$ cat src/rtl/display_pkg.sv
// -----------------------------------------------------------------------------
// display_pkg
// Shared constants and helpers for the seven-segment display path.
//   SEG_OFF    : all segments dark (active-low encoding, order a..g = [6:0])
//   SEG_TABLE  : 16-entry hex glyph table, active-low, bit 6 = a ... bit 0 = g
//   idx_width  : bit width needed to hold an index/count in 0..n-1 (min 1)
// -----------------------------------------------------------------------------
package display_pkg;

    // All segments dark; segments are driven low to light.
    localparam logic [6:0] SEG_OFF = 7'b1111111;

    // Glyphs 0..F as {a,b,c,d,e,f,g}, active-low. 'b' and 'd' are lower case
    // so they stay distinguishable from '8' and '0'.
    localparam logic [6:0] SEG_TABLE [16] = '{
        7'b0000001,  // 0
        7'b1001111,  // 1
        7'b0010010,  // 2
        7'b0000110,  // 3
        7'b1001100,  // 4
        7'b0100100,  // 5
        7'b0100000,  // 6
        7'b0001111,  // 7
        7'b0000000,  // 8
        7'b0000100,  // 9
        7'b0001000,  // A
        7'b1100000,  // b
        7'b0110001,  // C
        7'b1000010,  // d
        7'b0110000,  // E
        7'b0111000   // F
    };

    // Width of a register able to hold 0..n-1; never narrower than one bit so
    // single-digit or single-cycle configurations still elaborate.
    function automatic int idx_width(input int n);
        if (n <= 1) begin
            return 1;
        end else begin
            return $clog2(n);
        end
    endfunction

endpackage

$ cat src/rtl/hex_to_seg7.sv
// -----------------------------------------------------------------------------
// hex_to_seg7
// Combinational nibble to seven-segment decoder (active-low outputs).
// Ports:
//   nibble  in  [3:0]  hex digit to display
//   seg     out [6:0]  segments {a,b,c,d,e,f,g}, 0 = lit
// -----------------------------------------------------------------------------
module hex_to_seg7
    import display_pkg::*;
(
    input  logic [3:0] nibble,
    output logic [6:0] seg
);

    // Table lookup; every nibble code maps to a defined glyph.
    always_comb begin
        seg = SEG_TABLE[nibble];
    end

endmodule

$ cat src/rtl/display_mux_scan.sv
// -----------------------------------------------------------------------------
// display_mux_scan
// Time-multiplexed hex seven-segment driver for NUM_DIGITS common-anode digits.
// A load strobe captures value/digit_en/dp_in into a shadow copy; the shadow is
// promoted to the displayed (active) copy only at a frame boundary so a frame
// never shows a mix of old and new data. Each digit slot lasts REFRESH_DIV
// cycles and starts with GUARD_CYCLES cycles of all anodes off to avoid
// ghosting while the segment lines change.
//
// Parameters:
//   NUM_DIGITS    digits scanned (1..8)
//   REFRESH_DIV   cycles per digit slot (>= GUARD_CYCLES+1)
//   GUARD_CYCLES  anode-off cycles at the start of each slot (0 disables)
//
// Ports:
//   clk         in   system clock, rising edge
//   reset       in   synchronous, active-high
//   value       in   packed nibbles, digit i = value[4i+3:4i], digit 0 rightmost
//   digit_en    in   per-digit enable (0 = blank), captured with value
//   dp_in       in   per-digit decimal point (1 = lit), captured with value
//   load        in   one-cycle capture strobe
//   an          out  anodes, active-low
//   a..g        out  segments, active-low
//   dp          out  decimal point, active-low
//   frame_done  out  one-cycle pulse with the last pin update of a frame
//
// Build option:
//   LEADING_ZERO_BLANK_EN  when defined, zero digits above the most significant
//                          non-zero enabled digit are blanked (digit 0 never is).
// -----------------------------------------------------------------------------
module display_mux_scan
    import display_pkg::*;
#(
    parameter int NUM_DIGITS   = 4,
    parameter int REFRESH_DIV  = 100000,
    parameter int GUARD_CYCLES = 4
) (
    input  logic                      clk,
    input  logic                      reset,
    input  logic [4*NUM_DIGITS-1:0]   value,
    input  logic [NUM_DIGITS-1:0]     digit_en,
    input  logic [NUM_DIGITS-1:0]     dp_in,
    input  logic                      load,
    output logic [NUM_DIGITS-1:0]     an,
    output logic                      a,
    output logic                      b,
    output logic                      c,
    output logic                      d,
    output logic                      e,
    output logic                      f,
    output logic                      g,
    output logic                      dp,
    output logic                      frame_done
);

    localparam int IDX_W = idx_width(NUM_DIGITS);
    localparam int CNT_W = idx_width(REFRESH_DIV);

    localparam logic [CNT_W-1:0] CNT_LAST  = CNT_W'(REFRESH_DIV - 1);
    localparam logic [IDX_W-1:0] IDX_LAST  = IDX_W'(NUM_DIGITS - 1);
    localparam logic [CNT_W-1:0] GUARD_END = CNT_W'(GUARD_CYCLES);

    // Scan position
    logic [CNT_W-1:0]          cnt_r;
    logic [IDX_W-1:0]          idx_r;

    // Shadow (written by load) and active (being displayed) copies
    logic [4*NUM_DIGITS-1:0]   shadow_value_r;
    logic [NUM_DIGITS-1:0]     shadow_en_r;
    logic [NUM_DIGITS-1:0]     shadow_dp_r;
    logic [4*NUM_DIGITS-1:0]   active_value_r;
    logic [NUM_DIGITS-1:0]     active_en_r;
    logic [NUM_DIGITS-1:0]     active_dp_r;

    // Combinational view of the current slot
    logic                      boundary_s;
    logic                      guard_s;
    logic [3:0]                sel_nibble_s;
    logic                      sel_en_s;
    logic                      sel_dp_s;
    logic                      sel_lz_s;
    logic [NUM_DIGITS-1:0]     lz_mask_s;
    logic [6:0]                seg_dec_s;

    // Next pin values and their registers
    logic [NUM_DIGITS-1:0]     an_nx_s;
    logic [6:0]                seg_nx_s;
    logic                      dp_nx_s;
    logic [NUM_DIGITS-1:0]     an_r;
    logic [6:0]                seg_r;
    logic                      dp_r;
    logic                      frame_done_r;

    // Last cycle of the last digit's slot: the only place new data is promoted.
    always_comb begin
        boundary_s = (cnt_r == CNT_LAST) && (idx_r == IDX_LAST);
    end

    // Anodes stay dark for the first GUARD_CYCLES cycles of every slot.
    always_comb begin
        guard_s = (cnt_r < GUARD_END);
    end

    // Slot counter and digit index; the index advances when the counter wraps.
    always_ff @(posedge clk) begin
        if (reset) begin
            cnt_r <= {CNT_W{1'b0}};
            idx_r <= {IDX_W{1'b0}};
        end else if (cnt_r == CNT_LAST) begin
            cnt_r <= {CNT_W{1'b0}};
            if (idx_r == IDX_LAST) begin
                idx_r <= {IDX_W{1'b0}};
            end else begin
                idx_r <= idx_r + IDX_W'(1'b1);
            end
        end else begin
            cnt_r <= cnt_r + CNT_W'(1'b1);
            idx_r <= idx_r;
        end
    end

    // Shadow copy: holds the most recent load until the next frame boundary.
    always_ff @(posedge clk) begin
        if (reset) begin
            shadow_value_r <= {(4*NUM_DIGITS){1'b0}};
            shadow_en_r    <= {NUM_DIGITS{1'b0}};
            shadow_dp_r    <= {NUM_DIGITS{1'b0}};
        end else if (load) begin
            shadow_value_r <= value;
            shadow_en_r    <= digit_en;
            shadow_dp_r    <= dp_in;
        end else begin
            shadow_value_r <= shadow_value_r;
            shadow_en_r    <= shadow_en_r;
            shadow_dp_r    <= shadow_dp_r;
        end
    end

    // Active copy: promoted at the frame boundary. A load landing on the
    // boundary cycle bypasses the shadow so the very next frame shows it.
    always_ff @(posedge clk) begin
        if (reset) begin
            active_value_r <= {(4*NUM_DIGITS){1'b0}};
            active_en_r    <= {NUM_DIGITS{1'b0}};
            active_dp_r    <= {NUM_DIGITS{1'b0}};
        end else if (boundary_s && load) begin
            active_value_r <= value;
            active_en_r    <= digit_en;
            active_dp_r    <= dp_in;
        end else if (boundary_s) begin
            active_value_r <= shadow_value_r;
            active_en_r    <= shadow_en_r;
            active_dp_r    <= shadow_dp_r;
        end else begin
            active_value_r <= active_value_r;
            active_en_r    <= active_en_r;
            active_dp_r    <= active_dp_r;
        end
    end

`ifdef LEADING_ZERO_BLANK_EN
    // Walk from the most significant digit down: a digit is suppressed while
    // it is zero and everything above it was zero or disabled. Digit 0 is
    // excluded so a zero value still shows one "0".
    always_comb begin
        logic higher_zero_v;
        higher_zero_v = 1'b1;
        lz_mask_s     = {NUM_DIGITS{1'b0}};
        for (int i = NUM_DIGITS - 1; i >= 1; i--) begin
            lz_mask_s[i]  = higher_zero_v && (active_value_r[4*i +: 4] == 4'h0);
            higher_zero_v = higher_zero_v &&
                            ((active_value_r[4*i +: 4] == 4'h0) || !active_en_r[i]);
        end
    end
`else
    // Leading zeros are displayed like any other digit.
    always_comb begin
        lz_mask_s = {NUM_DIGITS{1'b0}};
    end
`endif

    // Select the current digit's nibble and flags from the active copy.
    // Written as an OR of one-hot terms so non-power-of-two digit counts
    // never index past the packed vectors.
    always_comb begin
        sel_nibble_s = 4'h0;
        sel_en_s     = 1'b0;
        sel_dp_s     = 1'b0;
        sel_lz_s     = 1'b0;
        for (int i = 0; i < NUM_DIGITS; i++) begin
            sel_nibble_s = sel_nibble_s |
                           ((idx_r == IDX_W'(i)) ? active_value_r[4*i +: 4] : 4'h0);
            sel_en_s     = sel_en_s | ((idx_r == IDX_W'(i)) && active_en_r[i]);
            sel_dp_s     = sel_dp_s | ((idx_r == IDX_W'(i)) && active_dp_r[i]);
            sel_lz_s     = sel_lz_s | ((idx_r == IDX_W'(i)) && lz_mask_s[i]);
        end
    end

    hex_to_seg7 u_hex_to_seg7 (
        .nibble (sel_nibble_s),
        .seg    (seg_dec_s)
    );

    // Next pin values: dark during guard; otherwise strobe the anode even for
    // a blanked digit so the duty cycle of every position stays identical.
    always_comb begin
        an_nx_s  = {NUM_DIGITS{1'b1}};
        seg_nx_s = SEG_OFF;
        dp_nx_s  = 1'b1;
        if (guard_s) begin
            an_nx_s  = {NUM_DIGITS{1'b1}};
            seg_nx_s = SEG_OFF;
            dp_nx_s  = 1'b1;
        end else begin
            for (int i = 0; i < NUM_DIGITS; i++) begin
                an_nx_s[i] = !(idx_r == IDX_W'(i));
            end
            if (sel_en_s && !sel_lz_s) begin
                seg_nx_s = seg_dec_s;
                dp_nx_s  = !sel_dp_s;
            end else begin
                seg_nx_s = SEG_OFF;
                dp_nx_s  = 1'b1;
            end
        end
    end

    // Pin registers; frame_done is registered alongside so it coincides with
    // the final pin update of the frame.
    always_ff @(posedge clk) begin
        if (reset) begin
            an_r         <= {NUM_DIGITS{1'b1}};
            seg_r        <= SEG_OFF;
            dp_r         <= 1'b1;
            frame_done_r <= 1'b0;
        end else begin
            an_r         <= an_nx_s;
            seg_r        <= seg_nx_s;
            dp_r         <= dp_nx_s;
            frame_done_r <= boundary_s;
        end
    end

    assign an                  = an_r;
    assign {a, b, c, d, e, f, g} = seg_r;
    assign dp                  = dp_r;
    assign frame_done          = frame_done_r;

endmodule
$ cat config.mk
export PLATFORM = sky130hd
export DESIGN_NAME = display_mux_scan
export DESIGN_NICKNAME = d
export VERILOG_FILES = /design/src/rtl/display_pkg.sv /design/src/rtl/hex_to_seg7.sv /design/src/rtl/display_mux_scan.sv
export SDC_FILE = /design/constraint.sdc
export NUM_CORES = 1
export LEC_CHECK = 0
export CAP_MARGIN = 20
export CELL_PAD_IN_SITES_DETAIL_PLACEMENT = 1
export CELL_PAD_IN_SITES_GLOBAL_PLACEMENT = 1
export CORE_ASPECT_RATIO = 0.5
export CORE_MARGIN = 1
export CORE_UTILIZATION = 30
export DETAILED_ROUTE_END_ITERATION = 8
export GPL_TIMING_DRIVEN = 0
export PLACE_DENSITY = 0.63
export SYNTH_ARGS = -nofsm -noshare
export SYNTH_HDL_FRONTEND = slang
export SYNTH_SLANG_ARGS = --single-unit
$ cat constraint.sdc
create_clock -name clk -period 2.59 [get_ports clk]
set_input_delay 0.518 -clock clk [delete_from_list [all_inputs] [get_ports clk]]
set_output_delay 0.518 -clock clk [all_outputs]
set_load 0.02 [all_outputs]
==> results of run 1 <==
[kinds of logic (layout without fill, tap and decap cells)]
kind of cell             Yosys count  in the layout  share of synthesized area
AND/OR/NAND/NOR                  124            124                      0.180
AO/OA/AOI/OAI                     42             42                     0.0865
adder cells (fa/ha/maj)           11             11                     0.0392
flip-flops                        80             80                      0.456
multiplexers                      50             50                      0.172
buffers and inverters             28             82                     0.0367
XOR/XNOR                          12             12                     0.0299
[state kept, by name, summed over array words and instances (netlist names)]
name and flops:
shadow_en_r 4, cnt_r 17, idx_r 2, dp 1
shadow_value_r 16, active_en_r 4, active_value_r 16, an 4
seg_r 7, frame_done 1, active_dp_r 4, shadow_dp_r 4
[worst max-delay path by stage]
stage | to | depth (start not counted)
3_5_place_dp | seg_r[3] | 10
5_1_grt | seg_r[6] | 11
3_3_place_gp | seg_r[3] | 10
6_report | seg_r[3] | 10
2_1_floorplan | seg_r[3] | 10
4_1_cts | seg_r[3] | 10
[cell usage in the layout (no fill, tap or decap), types with 3 or more instances in the layout]
master and count:
nand4_1 3, xor2_1 4, buf_2 4, a211oi_1 4, ha_1 11, o211ai_1 3
buf_4 5, a22o_1 4, nor2b_1 24, clkdlybuf4s50_1 37, mux2_2 7, clkbuf_1 13
and2_1 3, mux2i_1 24, nor3_1 5, nor4_1 6, nor2_1 42, dfxtp_1 80
nand3_1 11, clkbuf_8 3, o21ai_0 7, a22oi_1 8, xnor2_1 8, mux2_4 19
or3_1 4, a21oi_1 7, clkbuf_16 9, inv_1 8, nand2_1 18
[repair_timing]
action / in CTS / in global routing
pin swaps: 0 / 0
cloned: 0 / 0
buffers inserted: 0 / 4
gates resized for setup: 5 / 1
setup endpoints to repair: 5 / 5
[stage by stage]
stage	setup TNS [ps]	setup slack, ps	std cells	power [mW]
detailed placement	-811	-267	543	1.42
CTS	0	21.8	557	2.62
global placement	-679	-239	543	1.42
global route	-24.3	-21.9	560	2.68
finish	0	194	560	2.58
floorplan	0	286	347	1.36
[synth_stat cells (8+ instances only)]
cell type	number	share of area
a22oi_1	8	0.017
clkbuf_1	13	0.014
dfxtp_1	80	0.46
ha_1	11	0.039
inv_1	8	0.0085
mux2_4	19	0.081
mux2i_1	24	0.068
nand2_1	18	0.019
nand3_1	11	0.016
nor2_1	42	0.045
nor2b_1	24	0.043
xnor2_1	8	0.020
[power groups by stage]
stage / clock network (mW) / logic, mW / registers (mW)
finish: 1.19 / 0.129 / 1.27
global route: 1.27 / 0.144 / 1.27
CTS: 1.22 / 0.132 / 1.27
detailed placement: 0 / 0.132 / 1.29
global placement: 0 / 0.132 / 1.29
floorplan: 0 / 0.0710 / 1.29
[layer usage]
layer | vias to the layer above | GRT usage
met2 | 23 | 0.221
met5 | - | 0
met3 | 11 | 0.0370
met1 | 1238 | 0.175
met4 | 0 | 0.0535
li1 | 1303 | -
[area by class of cell]
type | count | area [um2]
buffer | 19 | 96.3
clock buffer | 14 | 274
fill | 1268 | 6760
inverter | 8 | 30.0
multi-input combinational | 239 | 1820
sequential | 80 | 1600
tap | 159 | 199
timing repair buffer | 41 | 400
==> impl_metrics.ini, run 1 <==
[critical_path]
startpoint = idx_r[0]
r2r-start = idx_r[0]
critical_path_arrival_ps = 2590
reg2reg_slack_ps = 190
crit_path_max_fanout = 8
slowest_stage = dfxtp_1
rr_endpoint = seg_r[3]
path_cells = inv_1, ha_1, clkbuf_2, a22o_1, a221oi_4, inv_1, ha_1, a21boi_0, a211oi_1, o21ai_0
worstSetupPathType = register to register
cp.required_ps = 2790
startpoint_type = register
end_kind = register
max_stage_delay_ps = 390
ff2ff_path_depth = 10
crit_family = compound AO/OA/AOI/OAI gates
path_buf_inv = 3

[synthesis]
synth_nets = 385
synth-seq-area-share = 0.456
async_reset_ff_frac = 0
synthesis.area_um2 = 3510
synth_seq_cells = 80
syn_inst = 347
yosysWarnings = 0
synth_edf_count = 0
ys_types = 42
avgSynthCellArea_um2 = 10.1
dominantRegCellSynth = dfxtp_1

[die]
die_height_um = 78.5
fp.coreArea_um2 = 11200
rows = 27
die-area_um2 = 12200
fp.dieW_um = 155
io_pins = 40
start_util = 0.314

[power_and_ir_drop]
switching_power_mw = 0.540
share_comb_of_total_power = 0.050
ir_worst_vdd_v = 0.000270
leakage_nw = 1.76
clockPowerShare = 0.460
p_per_area_nw_per_um2 = 583
p_seq_frac = 0.490
p_sw_frac = 0.209
internal_power_mw = 2.04

[global_route]
grt_max_degree = 12
globalRouteOverflowTotal = 0
antenna_found_initial = 0
grt_pass1_vias = 2587
grtUsageTotal = 0.137
grt_pass1_wl_mm = 12.7

[final_layout]
final_cell_area_um2 = 4420
fin_nets = 436
area_growth_pct = 25.9
final_layout_size_suffix_gt1_frac = 0.150
fin_util = 0.396
num_antenna_cells = 0

[timing]
final_max_slew_viol_count = 0
setup_viol = 0
max-slew-margin-rel = 0.546
clock_skew_ps = 7.27
period_needed_ps = 2400
final_hold_viol_count = 0
max_freq_ghz = 0.417
holdWs_ps = 486
fin_crit_sh = 0.925
worst_pin_slew_ps = 680

[routing]
post_drt_wl_per_cell_um = 13.8
wl_met3_um = 201
drt-initial-drc-count = 90
wl_met2_mm = 3.59
ant_nets = 0
vias = 2575
viasPerCell = 4.60
wl_mm = 7.74
top_layer_used = met4
drc = 0
drt_pass1_iterations = 4
met1_length_mm = 3.85

[place]
gp_congestion = 0.762
place_area_um2 = 4080
port_buffers = 37
hpwl_mm = 5.55

[clock_network]
clk_latency_ps = 340
clk_pin_slew_ps = 60
clockBufferDepth = 2
h-tree-depth = 3
clock_tree.root_cell = clkbuf_16
clock-sinks = 80
cts-buffers-inserted = 9
holdBufCountCts = 0
cts_tree = done

[hold_path]
min_path_cells = 1
hold_class = register to register
min_from = cnt_r[0]
hold_end = cnt_r[0]

[flow_run]
maxCapViolations = 0

[outcome]
status = finished clean
Note: power is estimated with default switching activity, not from simulation.
==> run 2: changes to the inputs <==
==> constraint.sdc (replaced) <==
create_clock -name clk -period 2.59 [get_ports clk]
set_input_delay 0.777 -clock clk [delete_from_list [all_inputs] [get_ports clk]]
set_output_delay 0.777 -clock clk [all_outputs]
set_load 0.02 [all_outputs]
==> results of run 2 <==
The final DEF is identical to that of run 1; final timing and power are the same.
